[config.mk]
export PLATFORM = sky130hd
export DESIGN_NAME = multicycle_controller
export DESIGN_NICKNAME = d
export VERILOG_FILES = /design/src/rtl/multicycle_controller.sv
export SDC_FILE = /design/constraint.sdc
export NUM_CORES = 1
export LEC_CHECK = 0
export ABC_AREA = 1
export CAP_MARGIN = 15
export CORE_ASPECT_RATIO = 0.5
export CORE_MARGIN = 10
export CORE_UTILIZATION = 29
export DETAILED_ROUTE_END_ITERATION = 10
export PLACE_DENSITY = 0.86
export SLEW_MARGIN = 10
export SYNTH_ARGS = -nofsm -noshare
export SYNTH_HDL_FRONTEND = slang
export SYNTH_SLANG_ARGS = --single-unit
[constraint.sdc]
create_clock -name i_clock -period 1.3 [get_ports i_clock]
set_clock_uncertainty 0.1 [all_clocks]
set_input_delay 0.13 -clock i_clock [delete_from_list [all_inputs] [get_ports i_clock]]
set_output_delay 0.13 -clock i_clock [all_outputs]
set_load 0.005 [all_outputs]
[src/rtl/multicycle_controller.sv]
// Multicycle ARM-subset control unit: registered state, combinational
// datapath strobes and selects decoded from state, INSTRUCTION and FLAGS.
//   i_clock, i_reset (sync, active-high), i_INSTRUCTION[31:0], i_FLAGS[3:0]
//   o_* strobes (1b), o_ALUSrcA/B, o_ResultSrc, o_RegSrc (2b),
//   o_ALUop, o_ShiftType (3b), o_STATE (4b debug)
module multicycle_controller (
    input  logic        i_clock,
    input  logic        i_reset,
    input  logic [31:0] i_INSTRUCTION,
    input  logic [3:0]  i_FLAGS,
    output logic        o_PCWrite,
    output logic        o_IRWrite,
    output logic        o_RegWrite,
    output logic        o_MemWrite,
    output logic        o_FlagUpdate,
    output logic        o_AdrSrc,
    output logic        o_A3Src,
    output logic        o_WD3Src,
    output logic [1:0]  o_ALUSrcA,
    output logic [1:0]  o_ALUSrcB,
    output logic [1:0]  o_ResultSrc,
    output logic [1:0]  o_RegSrc,
    output logic [2:0]  o_ALUop,
    output logic [2:0]  o_ShiftType,
    output logic [3:0]  o_STATE
);

    typedef enum logic [3:0] {
        S_FETCH  = 4'd0,
        S_DECODE = 4'd1,
        S_MEMADR = 4'd2,
        S_MEMRD  = 4'd3,
        S_MEMWB  = 4'd4,
        S_MEMWR  = 4'd5,
        S_EXECR  = 4'd6,
        S_EXECI  = 4'd7,
        S_ALUWB  = 4'd8,
        S_BRANCH = 4'd9,
        S_CMPX   = 4'd10
    } state_t;

    state_t r_state;
    state_t w_next;

    logic [3:0] w_cond;
    logic [1:0] w_op;
    logic       w_i;
    logic [3:0] w_cmd;
    logic       w_l;
    logic       w_link;
    logic [1:0] w_sh;
    logic       w_n, w_z, w_c, w_v;
    logic       w_cond_ok;
    logic [2:0] w_aluop;
    logic       w_unused;

    assign w_cond = i_INSTRUCTION[31:28];
    assign w_op   = i_INSTRUCTION[27:26];
    assign w_i    = i_INSTRUCTION[25];
    assign w_cmd  = i_INSTRUCTION[24:21];
    assign w_l    = i_INSTRUCTION[20];
    assign w_link = i_INSTRUCTION[24];
    assign w_sh   = i_INSTRUCTION[6:5];
    assign {w_n, w_z, w_c, w_v} = i_FLAGS;

    assign w_unused = ^{i_INSTRUCTION[19:7], i_INSTRUCTION[4:0]};

    always_comb begin
        w_cond_ok = 1'b0;
        case (w_cond)
            4'b0000: w_cond_ok = w_z;
            4'b0001: w_cond_ok = !w_z;
            4'b0010: w_cond_ok = w_c;
            4'b0011: w_cond_ok = !w_c;
            4'b0100: w_cond_ok = w_n;
            4'b0101: w_cond_ok = !w_n;
            4'b0110: w_cond_ok = w_v;
            4'b0111: w_cond_ok = !w_v;
            4'b1000: w_cond_ok = w_c && !w_z;
            4'b1001: w_cond_ok = !w_c || w_z;
            4'b1010: w_cond_ok = (w_n == w_v);
            4'b1011: w_cond_ok = (w_n != w_v);
            4'b1100: w_cond_ok = !w_z && (w_n == w_v);
            4'b1101: w_cond_ok = w_z || (w_n != w_v);
            4'b1110: w_cond_ok = 1'b1;
            default: w_cond_ok = 1'b0;
        endcase
    end

    always_comb begin
        w_aluop = 3'b000;
        case (w_cmd)
            4'b0100: w_aluop = 3'b000;
            4'b0010: w_aluop = 3'b001;
            4'b1010: w_aluop = 3'b001;
            4'b0000: w_aluop = 3'b010;
            4'b1100: w_aluop = 3'b011;
            4'b1101: w_aluop = 3'b100;
            default: w_aluop = 3'b000;
        endcase
    end

    always_comb begin
        w_next = S_FETCH;
        case (r_state)
            S_FETCH:  w_next = S_DECODE;
            S_DECODE: begin
                if (!w_cond_ok || w_op == 2'b11)
                    w_next = S_FETCH;
                else if (w_op == 2'b10)
                    w_next = S_BRANCH;
                else if (w_op == 2'b01)
                    w_next = S_MEMADR;
                else if (w_cmd == 4'b1010)
                    w_next = S_CMPX;
                else if (w_i)
                    w_next = S_EXECI;
                else
                    w_next = S_EXECR;
            end
            S_MEMADR: w_next = w_l ? S_MEMRD : S_MEMWR;
            S_MEMRD:  w_next = S_MEMWB;
            S_EXECR:  w_next = S_ALUWB;
            S_EXECI:  w_next = S_ALUWB;
            default:  w_next = S_FETCH;
        endcase
    end

    always_ff @(posedge i_clock) begin
        if (i_reset)
            r_state <= S_FETCH;
        else
            r_state <= w_next;
    end

    // Reset gates the decode so no strobe fires while state may still hold
    // an in-flight instruction.
    always_comb begin
        o_PCWrite    = 1'b0;
        o_IRWrite    = 1'b0;
        o_RegWrite   = 1'b0;
        o_MemWrite   = 1'b0;
        o_FlagUpdate = 1'b0;
        o_AdrSrc     = 1'b0;
        o_A3Src      = 1'b0;
        o_WD3Src     = 1'b0;
        o_ALUSrcA    = 2'b00;
        o_ALUSrcB    = 2'b00;
        o_ResultSrc  = 2'b00;
        o_RegSrc     = 2'b00;
        o_ALUop      = 3'b000;
        o_ShiftType  = 3'b111;
        o_STATE      = i_reset ? 4'd0 : r_state;
        if (!i_reset) begin
            case (r_state)
                S_FETCH: begin
                    o_IRWrite   = 1'b1;
                    o_PCWrite   = 1'b1;
                    o_ALUSrcB   = 2'b11;
                    o_ResultSrc = 2'b10;
                    o_RegSrc    = 2'b10;
                end
                S_DECODE: begin
                    if (w_op == 2'b10)
                        o_RegSrc = 2'b01;
                    else if (w_op == 2'b01 && !w_l)
                        o_RegSrc = 2'b10;
                end
                S_EXECR: begin
                    o_ALUSrcA    = 2'b01;
                    o_ALUop      = w_aluop;
                    o_ShiftType  = {1'b0, w_sh};
                    o_FlagUpdate = w_l;
                end
                S_EXECI: begin
                    o_ALUSrcA    = 2'b01;
                    o_ALUSrcB    = 2'b01;
                    o_ALUop      = w_aluop;
                    o_FlagUpdate = w_l;
                end
                S_ALUWB:  o_RegWrite = 1'b1;
                S_CMPX: begin
                    o_ALUSrcA    = 2'b01;
                    o_ALUSrcB    = w_i ? 2'b01 : 2'b00;
                    o_ALUop      = 3'b001;
                    o_FlagUpdate = 1'b1;
                end
                S_MEMADR: begin
                    o_ALUSrcA = 2'b01;
                    o_ALUSrcB = 2'b01;
                end
                S_MEMRD:  o_AdrSrc = 1'b1;
                S_MEMWB: begin
                    o_RegWrite  = 1'b1;
                    o_ResultSrc = 2'b01;
                end
                S_MEMWR: begin
                    o_AdrSrc   = 1'b1;
                    o_MemWrite = 1'b1;
                end
                S_BRANCH: begin
                    o_PCWrite   = 1'b1;
                    o_ALUSrcA   = 2'b01;
                    o_ALUSrcB   = 2'b01;
                    o_ResultSrc = 2'b10;
                    if (w_link) begin
                        o_RegWrite = 1'b1;
                        o_A3Src    = 1'b1;
                        o_WD3Src   = 1'b1;
                    end
                end
                default: ;
            endcase
        end
    end

endmodule

==> out/results.tsv <==
stage	metric	value	unit
run_status	status	finished, violations left	
run_status	violations	negative setup slack	
synthesis	synth.top_cells.by_count	33 x sky130_fd_sc_hd__nand2_1, 25 x sky130_fd_sc_hd__nor2_1, 23 x sky130_fd_sc_hd__inv_1	
synthesis	synth_warnings	0	
place	numPlacedInstances	246	
detailed_routing	route.detailed.wl_per_inst	15.8	µm
global_routing	gr-usage-met2	25.9	%
power_and_ir_drop	power_per_cell_area	550	mW/mm²
synthesis	synth_top_cell_area_share	16.0	%
hold_path	hold_start	i_INSTRUCTION[20]	
sta	final.setup.tns	-5.73	ns
synthesis	syn-instance-count	149	
critical_path	cp_data_required_time	1.07	ns
detailed_routing	vias_per_cell	5.08	
floorplan	die_h	56.5	µm
cts	tritoncts.num_buffers	3	
synthesis	syn-num-nets	187	
detailed_routing	vias	1345	
floorplan	initial_utilization	30.0	%
global_routing	first_global_vias	1329	
power_and_ir_drop	power.leakage	0.860	nW
detailed_routing	drt_pre_antenna_iters	4	
place	io_buffers	44	
sta	final_critical_path_setup_slack	-0.334	ns
critical_path	critical_path.endpoint_type	primary output	
layout	synthToLayoutAreaGrowth	118	%
global_routing	groute.usage.overall	14.0	%
synthesis	synthesis.area_per_instance	5.18	µm²
floorplan	die_w	93.0	µm
cts	clock_sinks	4	
floorplan	row_count	13	
cts	clock_insertion_delay_worst_skew	0.21	ns
detailed_routing	remaining_drc_errors	0	
cts	cts.clk_slew.worst_paths	0.03	ns
floorplan	boundaryPins	64	
global_routing	grt_start_max_net_pins	21	
layout	layout-drive-gt1-share	51.8	%
sta	min_period_over_period	126	%
sta	setup_repair_after_global_routing_missed_its_margin	true	
place	placed_cell_area	0.00140	mm²
synthesis	syn-cell-area	772	µm²
synthesis	synthArstFlopShare	0	%
detailed_routing	initialDrtViolationCount	78	
layout	top_register	r_state	
job	total_of_max_cap_violations	0	
sta	max_slew_violation_count	0	
place	routability_driven_placement_congestion_ratio	0.927	
cts	cts_root_buf	sky130_fd_sc_hd__clkbuf_8	
synthesis	ys_seq_area_share	10.4	%
hold_path	hp-class	in2reg	
layout	nets	268	
global_routing	grt_pass1_wl	6.20	mm
power_and_ir_drop	vdd_ir_drop_max	351	µV
sta	period_minus_slack	1.63	ns
layout	final_cell_area_excluding_filler_cells	0.00168	mm²
synthesis	synth_most_common_cell	sky130_fd_sc_hd__nand2_1	
floorplan	dieArea	0.00525	mm²
cts	cts_tree	yes	
place	detail_placement_hpwl	2.53	mm
layout	final_cell_count_no_fill	265	
cts	ctsHtreeMaxLevel	1	
detailed_routing	ant_nets	0	
global_routing	gr-usage-met1	15.1	%
synthesis	synth_cell_type_count	26	
sta	finalHoldViolCount	0	
critical_path	cp.arrival	1.40	ns
synthesis	synth_area_leader_cell	sky130_fd_sc_hd__nand2_1	
synthesis	most_common_flop_cell_mapped_by_yosys	sky130_fd_sc_hd__dfxtp_1	
critical_path	setup.worst_path.start_class	register	
critical_path	worst_setup_path_startpoint	r_state[3]	
cts	max-clock-path-buffers	2	
layout	largest_register_ffs	4	
global_routing	grt_overflow	0	
global_routing	grt.met3_usage	2.52	%
layout	insertedDiodeCount	0	
sta	achievable-frequency	612	MHz
global_routing	grt_most_used_layer	met2	
critical_path	crit_type	reg2out	
synthesis	synth.top_cells.by_area	sky130_fd_sc_hd__nand2_1 16%, sky130_fd_sc_hd__nor2_1 12%, sky130_fd_sc_hd__inv_1 11%, sky130_fd_sc_hd__dfxtp_1 10%, sky130_fd_sc_hd__nand3_1 8.4%	
floorplan	core_area	0.00257	mm²
sta	timing.final.setup_violations	25	
critical_path	cp_max_fo	3	
synthesis	synth-edff-count	0	
synthesis	synth_seq_cells	4	
global_routing	antenna_found_initial	0	
detailed_routing	drt_wl_total	4.18	mm
critical_path	reg2reg_from	r_state[2]	
layout	largest_registers	r_state (4)	
cell type report:
type,instances,area [µm²]
flip-flops and latches,4,92.6
repair buffers,82,707
fillers,217,888
well taps,37,46.3
clock buffers,3,41.3
inverters,27,104
multi-input cells,112,691
worst max-delay path, stage by stage (launching register included):
cell and delay (ns):
sky130_fd_sc_hd__dfxtp_2 0.31, sky130_fd_sc_hd__buf_6 0.12, sky130_fd_sc_hd__nor2_4 0.17, sky130_fd_sc_hd__buf_6 0.14
sky130_fd_sc_hd__buf_6 0.08, sky130_fd_sc_hd__a31oi_1 0.07, sky130_fd_sc_hd__a31oi_1 0.15, sky130_fd_sc_hd__buf_2 0.15
layout by cell type, fill, tap and decap left out, types with 2 or more instances in the layout:
cell,count
sky130_fd_sc_hd__a21oi_1,5
sky130_fd_sc_hd__a21oi_2,6
sky130_fd_sc_hd__a31oi_1,2
sky130_fd_sc_hd__buf_2,18
sky130_fd_sc_hd__buf_4,19
sky130_fd_sc_hd__buf_6,21
sky130_fd_sc_hd__clkbuf_2,2
sky130_fd_sc_hd__clkbuf_8,3
sky130_fd_sc_hd__clkdlybuf4s50_1,10
sky130_fd_sc_hd__dfxtp_4,3
sky130_fd_sc_hd__dlygate4sd2_1,7
sky130_fd_sc_hd__dlymetal6s2s_1,2
sky130_fd_sc_hd__inv_1,17
sky130_fd_sc_hd__inv_2,9
sky130_fd_sc_hd__nand2_1,29
sky130_fd_sc_hd__nand2_2,4
sky130_fd_sc_hd__nand2_4,3
sky130_fd_sc_hd__nand3_1,12
sky130_fd_sc_hd__nand3_2,3
sky130_fd_sc_hd__nand4_1,4
sky130_fd_sc_hd__nor2_1,12
sky130_fd_sc_hd__nor2_2,9
sky130_fd_sc_hd__nor2_4,9
sky130_fd_sc_hd__o21ai_1,2
sky130_fd_sc_hd__or2_1,2
cells by family after synthesis:
group           share of synthesized area, %
simple gates                            57.0
buf+inv                                 18.0
compound gates                          14.1
flops                                   10.4
other cells                            0.486
final timing paths:
check | end | slack [ns] | depth (start not counted)
worst max-delay path | o_ALUSrcB[0] | -0.33 | 7
worst min-delay path | r_state[1] | 0.45 | 3
worst max register to register | r_state[0] | -0.23 | 9
worst min register to register | r_state[1] | 0.62 | 4
power breakdown:
| group | switching (mW) | internal (mW) |
|---|---|---|
| logic | 0.264 | 0.266 |
| clock network | 0.0560 | 0.197 |
| registers | 0.0123 | 0.129 |
metrics by stage:
stage                     setup WS [ns]  util [%]  hold slack [ns]  power (mW)
final                            -0.334      65.4            0.455       0.925
after global routing             -0.371      65.4            0.464       0.981
after CTS                        -0.272      62.1            0.432       0.851
after detailed placement         -0.611      54.4            0.562       0.532
after global placement           -0.580      54.4            0.558       0.521
after floorplan                 0.00893         -            0.190       0.314
routing by layer:
layer  up-vias  share of wire, %
li1        629                 -
met1       616                39
met2        83                50
met3        17               7.5
met4         0               3.6
met5         -                 0
what timing repair did:
item                       in CTS  in global routing
hold buffers                    0                  0
setup endpoints to repair      29                 29
gates resized for setup       145                 26
pin swaps                      20                 20
setup buffers                  13                  6
No activity file was read; power rests on OpenSTA's default activity.
